[src/rtl/opcode_pkg.sv]
// Shared opcode definitions for the fetch-to-decode path.
package opcode_pkg;

  localparam int unsigned OPW = 4;

  localparam logic [OPW-1:0] OP_0000 = 4'b0000;
  localparam logic [OPW-1:0] OP_0001 = 4'b0001;
  localparam logic [OPW-1:0] OP_0010 = 4'b0010;
  localparam logic [OPW-1:0] OP_0011 = 4'b0011;

  // Driven to the decoder whenever the FIFO holds nothing.
  localparam logic [OPW-1:0] OP_IDLE = 4'b0000;

endpackage

[src/rtl/opcode_issue_fifo.sv]
// Opcode FIFO feeding the decoder: valid/ready on both sides, empty output
// masked to OP_IDLE, saturating count of issued opcodes.
module opcode_issue_fifo
  import opcode_pkg::*;
#(
  parameter int unsigned DEPTH = 4,
  parameter int unsigned OPW   = 4,
  parameter int unsigned CNTW  = 8
) (
  input  logic                       clk,
  input  logic                       rst,
  input  logic                       flush,
  input  logic                       in_valid,
  input  logic [OPW-1:0]             in_opcode,
  output logic                       in_ready,
  output logic                       out_valid,
  output logic [OPW-1:0]             out_opcode,
  input  logic                       out_ready,
  output logic [$clog2(DEPTH+1)-1:0] level,
  output logic [CNTW-1:0]            issued_count
);

  localparam int unsigned PW = $clog2(DEPTH);
  localparam int unsigned LW = $clog2(DEPTH+1);

  logic [OPW-1:0] mem [DEPTH];
  logic [PW-1:0]  wr_ptr;
  logic [PW-1:0]  rd_ptr;
  logic           push;
  logic           pop;

  // Ready comes from registered level only; rst merely holds it low.
  assign in_ready  = ~rst & (level < LW'(DEPTH));
  assign out_valid = (level != '0);
  assign out_opcode = out_valid ? mem[rd_ptr] : OPW'(OP_IDLE);

  // A handshake coinciding with flush is discarded outright.
  assign push = in_valid & in_ready & ~flush;
  assign pop  = out_valid & out_ready & ~flush & ~rst;

  always_ff @(posedge clk) begin
    if (push) begin
      mem[wr_ptr] <= in_opcode;
    end
  end

  always_ff @(posedge clk) begin
    if (rst || flush) begin
      wr_ptr <= '0;
      rd_ptr <= '0;
      level  <= '0;
    end else begin
      if (push) begin
        wr_ptr <= (wr_ptr == PW'(DEPTH-1)) ? '0 : wr_ptr + PW'(1);
      end
      if (pop) begin
        rd_ptr <= (rd_ptr == PW'(DEPTH-1)) ? '0 : rd_ptr + PW'(1);
      end
      if (push && !pop) begin
        level <= level + LW'(1);
      end else if (pop && !push) begin
        level <= level - LW'(1);
      end
    end
  end

  always_ff @(posedge clk) begin
    if (rst) begin
      issued_count <= '0;
    end else if (pop && (issued_count != '1)) begin
      issued_count <= issued_count + CNTW'(1);
    end
  end

endmodule

[config.mk]
export PLATFORM = sky130hd
export DESIGN_NAME = opcode_issue_fifo
export DESIGN_NICKNAME = d
export VERILOG_FILES = /design/src/rtl/opcode_pkg.sv /design/src/rtl/opcode_issue_fifo.sv
export SDC_FILE = /design/constraint.sdc
export NUM_CORES = 1
export LEC_CHECK = 0
export CAP_MARGIN = 10
export CORE_MARGIN = 3
export CORE_UTILIZATION = 45
export DETAILED_ROUTE_END_ITERATION = 8
export GPL_TIMING_DRIVEN = 0
export PLACE_DENSITY = 0.75
export SYNTH_ARGS = -nofsm -noshare
export SYNTH_HDL_FRONTEND = slang
export SYNTH_SLANG_ARGS = --single-unit
[constraint.sdc]
create_clock -name clk -period 2.79 [get_ports clk]
set_input_delay 0.558 -clock clk [delete_from_list [all_inputs] [get_ports clk]]
set_output_delay 0.558 -clock clk [all_outputs]
set_load 0.005 [all_outputs]
==> results.sh, run 1 <==
export IMPL_setup_violations=0
export IMPL_io_pin_count=26
export IMPL_clock_skew_ns=0.00611
export IMPL_drt_iter0_markers=27
export IMPL_synth_simple_area_share_pct=15.2
export IMPL_cp_required_ns=3.06
export IMPL_synth_mux_area_share_pct=10.3
export IMPL_setup_worst_path_end_class="register"
export IMPL_worstPathCellList="clkdlybuf4s50_1 -> or2_2 -> clkbuf_1 -> nor2_2 -> ha_1 -> inv_1 -> fa_1 -> xor2_1 -> or3_1 -> a21oi_1"
export IMPL_grt_usage_pct=14.4
export IMPL_drive_above_1_share_pct=12.1
export IMPL_synth_enable_flop_cells=16
export IMPL_die_area_sq_um=3960
export IMPL_cp_startpoint="flush"
export IMPL_sw_frac_of_total_pct=22.7
export IMPL_worstPathBufferInverterCount=3
export IMPL_fp_row_count=20
export IMPL_synth_top_family_by_area="simple AND/OR/NAND/NOR gates"
export IMPL_crit_family="simple AND/OR/NAND/NOR gates"
export IMPL_detail_route_vias_per_cell=5.07
export IMPL_synth_warnings=0
export IMPL_maximum_number_of_pins_on_one_net_before_global_route_repair=11
export IMPL_drt_drc_violations_left=0
export IMPL_totalPowerFinal_mw=0.833
export IMPL_number_of_global_route_vias_before_repair=946
export IMPL_port_buffers=24
export IMPL_vias=979
export IMPL_hold_path_class="input pin to register"
export IMPL_floorplan_initialDensity_pct=47.4
export IMPL_netlist_cell_type_count=28
export IMPL_fin_crit_ns=2.64
export IMPL_hold_path_depth=2
export IMPL_powerDensity_nw_per_um2=458
export IMPL_antenna_found_initial=0
export IMPL_cts_sinks=33
export IMPL_power_combinational_fraction_pct=7.5
export IMPL_timing_final_crit_share_pct=94.5
export IMPL_cts_tree="yes"
export IMPL_ir_drop_v=0.000227
export IMPL_final_hold_viol_count=0
export IMPL_path_max_fanout=8
export IMPL_timing_critical_path_from_type="input pin"
export IMPL_synthesis_instances=116
export IMPL_max_slew_worst_pin_slew_ns=0.378
export IMPL_post_layout_nonfiller_instances=193
export IMPL_synthTopCellsByArea="edfxtp_1 33%, dfxtp_1 23%, mux4_2 6.2%"
export IMPL_synth_flop_type="dfxtp_1"
export IMPL_crit_type="input pin to register"
export IMPL_worst_r2r_cell_count=8
export IMPL_final_max_slew_violation_count=0
export IMPL_detailed_place_area_sq_um=1760
export IMPL_synth_xor_area_share_pct=2.40
export IMPL_filler_cells=274
export IMPL_p_int_mw=0.643
export IMPL_synth_top_cells_by_count="17 x dfxtp_1, 16 x edfxtp_1, 13 x nor2_1, 8 x and2_1, 7 x ha_1"
export IMPL_regToRegStartpoint="level[2]"
export IMPL_global_route_wire_length_before_repair_microns=4320
export IMPL_areaGrowthSynthToFinish_pct=24.4
export IMPL_hpwl_microns=1840
export IMPL_die_height_microns=63.0
export IMPL_die_width_microns=63.0
export IMPL_cts_inserted_buffers=5
export IMPL_share_of_synthesized_area_occupied_by_flip_flops_and_latches_pct=56.2
export IMPL_design_core_area_sq_um=3080
export IMPL_seq_power_share_pct=62.1
export IMPL_p_clk_share_pct=30.4
export IMPL_slew_headroom_pct=74.8
export IMPL_power_leakage_nw=0.649
export IMPL_achievable_frequency_mhz=379
export IMPL_diodes=0
export IMPL_synth_compound_area_share_pct=6.51
export IMPL_critical_path_arrival_ns=2.91
export IMPL_synthAdderAreaFrac_pct=7.37
export IMPL_post_synth_instance_area_sq_um=1460
export IMPL_r2r_setup_slack_ns=0.61
export IMPL_dp_cells=184
export IMPL_routed_wire_length_microns=2440
export IMPL_setup_repair_after_global_routing_missed_its_margin="false"
export IMPL_worst_skew_pair_late_latency_ns=0.33
export IMPL_final_design_area_no_fill_sq_um=1820
export IMPL_clk_pin_slew_ns=0.10
export IMPL_nets=165
export IMPL_critical_path_reg2reg_endpoint="level[2]"
export IMPL_status="finished, final reports clean"
export IMPL_first_pass_iters=4
export IMPL_synthDominantCellAreaShare_pct=32.9
export IMPL_gr_total_overflow=0
export IMPL_deepest_clock_path_buffer_count=2
export IMPL_cts_htree_levels=2
export IMPL_netSwitchingPower_mw=0.189
export IMPL_gpl_final_weighted_congestion=0.723
export IMPL_post_synth_cell_area_avg_sq_um=12.6
export IMPL_ys_seq_elements=33
export IMPL_cts_root_buffer_cell="clkbuf_4"
export IMPL_post_synth_net_total=133
export IMPL_yosys_area_top_type="edfxtp_1"
export IMPL_hold_end="issued_count[3]"
export IMPL_drtAntennaViolNets=0
export IMPL_most_used_standard_cell_by_instance_count_after_synthesis="dfxtp_1"
export IMPL_detail_route_wl_per_cell_microns=12.6
export IMPL_async_flop_share_pct=0
export IMPL_maxCapViolCount=0
export IMPL_timing_critical_path_slowest_stage_cell="clkdlybuf4s50_1"
export IMPL_hold_buffers=0
export IMPL_critical_path_max_stage_delay_ns=0.46
export IMPL_hp_start="rst"
## repair_timing
item                                    4_1_cts  5_1_grt
endpoints found under the setup margin        0        1
endpoints found under the hold margin         0        0
buffers inserted                              0        1
resized for setup                             0        1
## how the worst max path moves through the flow
stage,end,cells past startpoint
floorplan,level[2],10
global placement,level[2],10
detailed placement,level[2],10
CTS,level[2],10
global route,level[2],10
finish,level[2],10
## metrics by stage
step | setup TNS (ns) | worst slack [ns] | hold WS (ns) | utilization [%]
2_1_floorplan | 0 | 0.189 | 0.489 | -
3_3_place_gp | -0.297 | -0.297 | 0.491 | 57.0
3_5_place_dp | -0.410 | -0.350 | 0.505 | 57.0
4_1_cts | 0 | 0.00172 | 0.451 | 58.7
5_1_grt | 0 | 0.0582 | 0.452 | 59.0
6_report | 0 | 0.154 | 0.465 | 59.0
## sequential cells by signal, summed over array words and instances, names as in the netlist, named ones only
register / count
level: 3
mem: 16
wr_ptr: 2
rd_ptr: 2
issued_count: 8
## layout by cell type, fill, tap and decap left out, types with 2 or more instances in the layout
| cell type | synthesis | final |
|---|---|---|
| edfxtp_1 | 16 | 16 |
| or3_1 | 4 | 4 |
| clkbuf_4 | 0 | 5 |
| mux2i_1 | 6 | 6 |
| clkbuf_1 | 1 | 2 |
| xor2_1 | 4 | 4 |
| nand3_1 | 2 | 2 |
| nand2_1 | 5 | 5 |
| nor2_1 | 13 | 12 |
| buf_4 | 1 | 2 |
| o21ai_0 | 3 | 3 |
| mux4_2 | 4 | 4 |
| or4_1 | 2 | 2 |
| a21oi_1 | 5 | 5 |
| dfxtp_1 | 17 | 17 |
| nand4_1 | 3 | 3 |
| and2_1 | 8 | 8 |
| clkinv_2 | 0 | 2 |
| inv_1 | 5 | 5 |
| clkdlybuf4s50_1 | 0 | 24 |
| ha_1 | 7 | 7 |
## kinds of logic after synthesis
kind of cell	after synthesis
AND/OR/NAND/NOR	42
buffers and inverters	7
AO/OA/AOI/OAI	12
flip-flops	33
XOR/XNOR	4
adder cells (fa/ha/maj)	8
multiplexers	10
## per-layer routing
| layer | wire length, microns | vias to the layer above | global-route usage [%] | share of wire [%] |
|---|---|---|---|---|
| met5 | 0 | - | 0 | 0 |
| met4 | 57 | 0 | 7.44 | 2.3 |
| met3 | 143 | 8 | 5.40 | 5.9 |
| met2 | 1220 | 31 | 24.0 | 50 |
| met1 | 1020 | 455 | 16.0 | 42 |
| li1 | - | 485 | - | - |
## power groups by stage
stage,Combinational [mW],Clock [mW],Sequential [mW]
after floorplan,0.0315,0,0.527
after global placement,0.0599,0,0.528
after detailed placement,0.0616,0,0.528
after CTS,0.0623,0.264,0.517
after global routing,0.0691,0.285,0.518
final,0.0624,0.253,0.517
## cell type report
cell class / instances / area (sq um) / area share, %
plain buffers: 2 / 11.3 / 0.620
clock buffers: 6 / 41.3 / 2.27
clock inverters: 2 / 10.0 / 0.551
inverters: 5 / 18.8 / 1.03
multi-input cells: 76 / 612 / 33.7
flip-flops and latches: 33 / 821 / 45.2
well taps: 44 / 55.1 / 3.03
repair buffers: 25 / 248 / 13.6
No activity file was read; power rests on OpenSTA's default activity.
==> run 2: changes to the inputs <==
CORE_UTILIZATION = 25   (was 45)
PLACE_DENSITY = 0.49   (was 0.75)
==> results.sh, run 2 (synthesized netlist as in run 1, its figures left out) <==
export IMPL_setup_worst_path_end_class="register"
export IMPL_global_route_wire_length_before_repair_microns=4850
export IMPL_worst_r2r_cell_count=8
export IMPL_drt_drc_violations_left=0
export IMPL_cts_sinks=33
export IMPL_number_of_global_route_vias_before_repair=1037
export IMPL_hpwl_microns=2190
export IMPL_diodes=0
export IMPL_io_pin_count=26
export IMPL_seq_power_share_pct=55.9
export IMPL_final_max_slew_violation_count=0
export IMPL_first_pass_iters=4
export IMPL_antenna_found_initial=0
export IMPL_routed_wire_length_microns=2900
export IMPL_timing_critical_path_from_type="input pin"
export IMPL_detail_route_wl_per_cell_microns=13.2
export IMPL_ir_drop_v=0.000147
export IMPL_vias=982
export IMPL_cts_root_buffer_cell="clkbuf_8"
export IMPL_deepest_clock_path_buffer_count=2
export IMPL_grt_usage_pct=9.75
export IMPL_nets=164
export IMPL_critical_path_reg2reg_endpoint="level[2]"
export IMPL_maxCapViolCount=0
export IMPL_p_int_mw=0.720
export IMPL_die_area_sq_um=6790
export IMPL_timing_final_crit_share_pct=91.0
export IMPL_max_slew_worst_pin_slew_ns=0.291
export IMPL_p_clk_share_pct=37.3
export IMPL_status="finished, final reports clean"
export IMPL_dp_cells=212
export IMPL_crit_type="input pin to register"
export IMPL_mostFrequentLayoutCell="clkdlybuf4s50_1"
export IMPL_final_hold_viol_count=0
export IMPL_drive_above_1_share_pct=12.8
export IMPL_sw_frac_of_total_pct=22.3
export IMPL_drtAntennaViolNets=0
export IMPL_cts_htree_levels=2
export IMPL_netSwitchingPower_mw=0.206
export IMPL_gr_total_overflow=0
export IMPL_hold_buffers=0
export IMPL_hp_start="issued_count[7]"
export IMPL_regToRegStartpoint="level[2]"
export IMPL_achievable_frequency_mhz=394
export IMPL_cts_tree="yes"
export IMPL_cp_required_ns=3.00
export IMPL_fin_crit_ns=2.54
export IMPL_floorplan_initialDensity_pct=26.2
export IMPL_powerDensity_nw_per_um2=492
export IMPL_power_leakage_nw=0.659
export IMPL_fp_row_count=27
export IMPL_max_flop_register="mem"
export IMPL_die_width_microns=82.4
export IMPL_r2r_setup_slack_ns=0.62
export IMPL_gpl_final_weighted_congestion=0.763
export IMPL_power_combinational_fraction_pct=6.8
export IMPL_critical_path_arrival_ns=2.75
export IMPL_worst_skew_pair_late_latency_ns=0.28
export IMPL_detail_route_vias_per_cell=4.46
export IMPL_setup_repair_after_global_routing_missed_its_margin="false"
export IMPL_port_buffers=24
export IMPL_largest_register_ff_count=16
export IMPL_setup_violations=0
export IMPL_drt_iter0_markers=69
export IMPL_design_core_area_sq_um=5570
export IMPL_areaGrowthSynthToFinish_pct=29.0
export IMPL_hold_path_class="register to register"
export IMPL_clk_pin_slew_ns=0.07
export IMPL_hold_path_depth=2
export IMPL_totalPowerFinal_mw=0.926
export IMPL_die_height_microns=82.4
export IMPL_clock_skew_ns=0.00459
export IMPL_largest_registers_ranked_by_flip_flop_count="mem (16), issued_count (8), level (3)"
export IMPL_slew_headroom_pct=80.3
export IMPL_most_common_layout_cells="24 x clkdlybuf4s50_1, 17 x dfxtp_1, 16 x edfxtp_1, 12 x nor2_1, 8 x and2_1"
export IMPL_hold_end="issued_count[7]"
export IMPL_maximum_number_of_pins_on_one_net_before_global_route_repair=12
export IMPL_path_max_fanout=8
export IMPL_post_layout_nonfiller_instances=220
export IMPL_cts_inserted_buffers=5
## run 2: cell count changes in the layout (fill, tap and decap cells not counted)
cell / previous run / this run
clkbuf_1: 2 / 0
clkbuf_4: 5 / 0
clkbuf_8: 0 / 5
clkinvlp_4: 0 / 1
## run 2: cell type report
cell class                      instances  area (sq um)
Tap cell                               72          90.1
Sequential cell                        33           821
Inverter                                5          18.8
Buffer                                  1          7.51
Clock buffer                            5          68.8
Multi-Input combinational cell         76           612
Clock inverter                          3          17.5
Fill cell                             576          3690
Timing Repair Buffer                   25           248
## run 2: power groups by stage
stage	combinational [mW]	sequential [mW]	clock (mW)
floorplan	0.0315	0.527	0
global placement	0.0618	0.528	0
detailed placement	0.0632	0.528	0
CTS	0.0640	0.517	0.362
global route	0.0710	0.518	0.383
finish	0.0632	0.517	0.345
## run 2: worst max-delay path by stage
stage / start / to
final: flush / level[2]
after global routing: flush / level[2]
after global placement: flush / level[2]
after CTS: flush / level[2]
after detailed placement: flush / level[2]
after floorplan: rst / level[2]
## run 2: what timing repair did
| action | CTS | global route |
|---|---|---|
| pin swaps | 0 | 1 |
| endpoints found under the setup margin | 1 | 1 |
| gates resized for setup | 1 | 0 |
| buffers inserted | 0 | 1 |
| gates cloned | 0 | 0 |
## run 2: per-layer routing
layer  vias up  global-route usage [%]  wire length, microns  share of wire, %
li1        483                       -                     -                 -
met1       464                    10.6                  1180                41
met2        29                    16.5                  1440                50
met3         6                    4.56                   234               8.1
met4         0                    3.65                    48               1.7
met5         -                       0                     0                 0
## run 2: per-stage QoR
stage               utilization (%)  setup WS (ns)  instance area, sq um  hold slack, ns  TNS [ns]
floorplan                         -          0.189                  1460           0.489         0
global placement               32.1         -0.326                  1790           0.505    -0.357
detailed placement             32.1         -0.314                  1790           0.518    -0.344
CTS                            33.7         0.0398                  1880           0.529         0
global route                   33.8         0.0878                  1880           0.541         0
finish                         33.8          0.252                  1880           0.530         0
## run 2: worst max-delay path: stages
cell,delay (ns)
clkdlybuf4s50_1,0.45
or2_2,0.38
nor2_2,0.13
ha_1,0.20
inv_1,0.06
fa_1,0.37
xor2_1,0.16
or3_1,0.30
a21oi_1,0.14
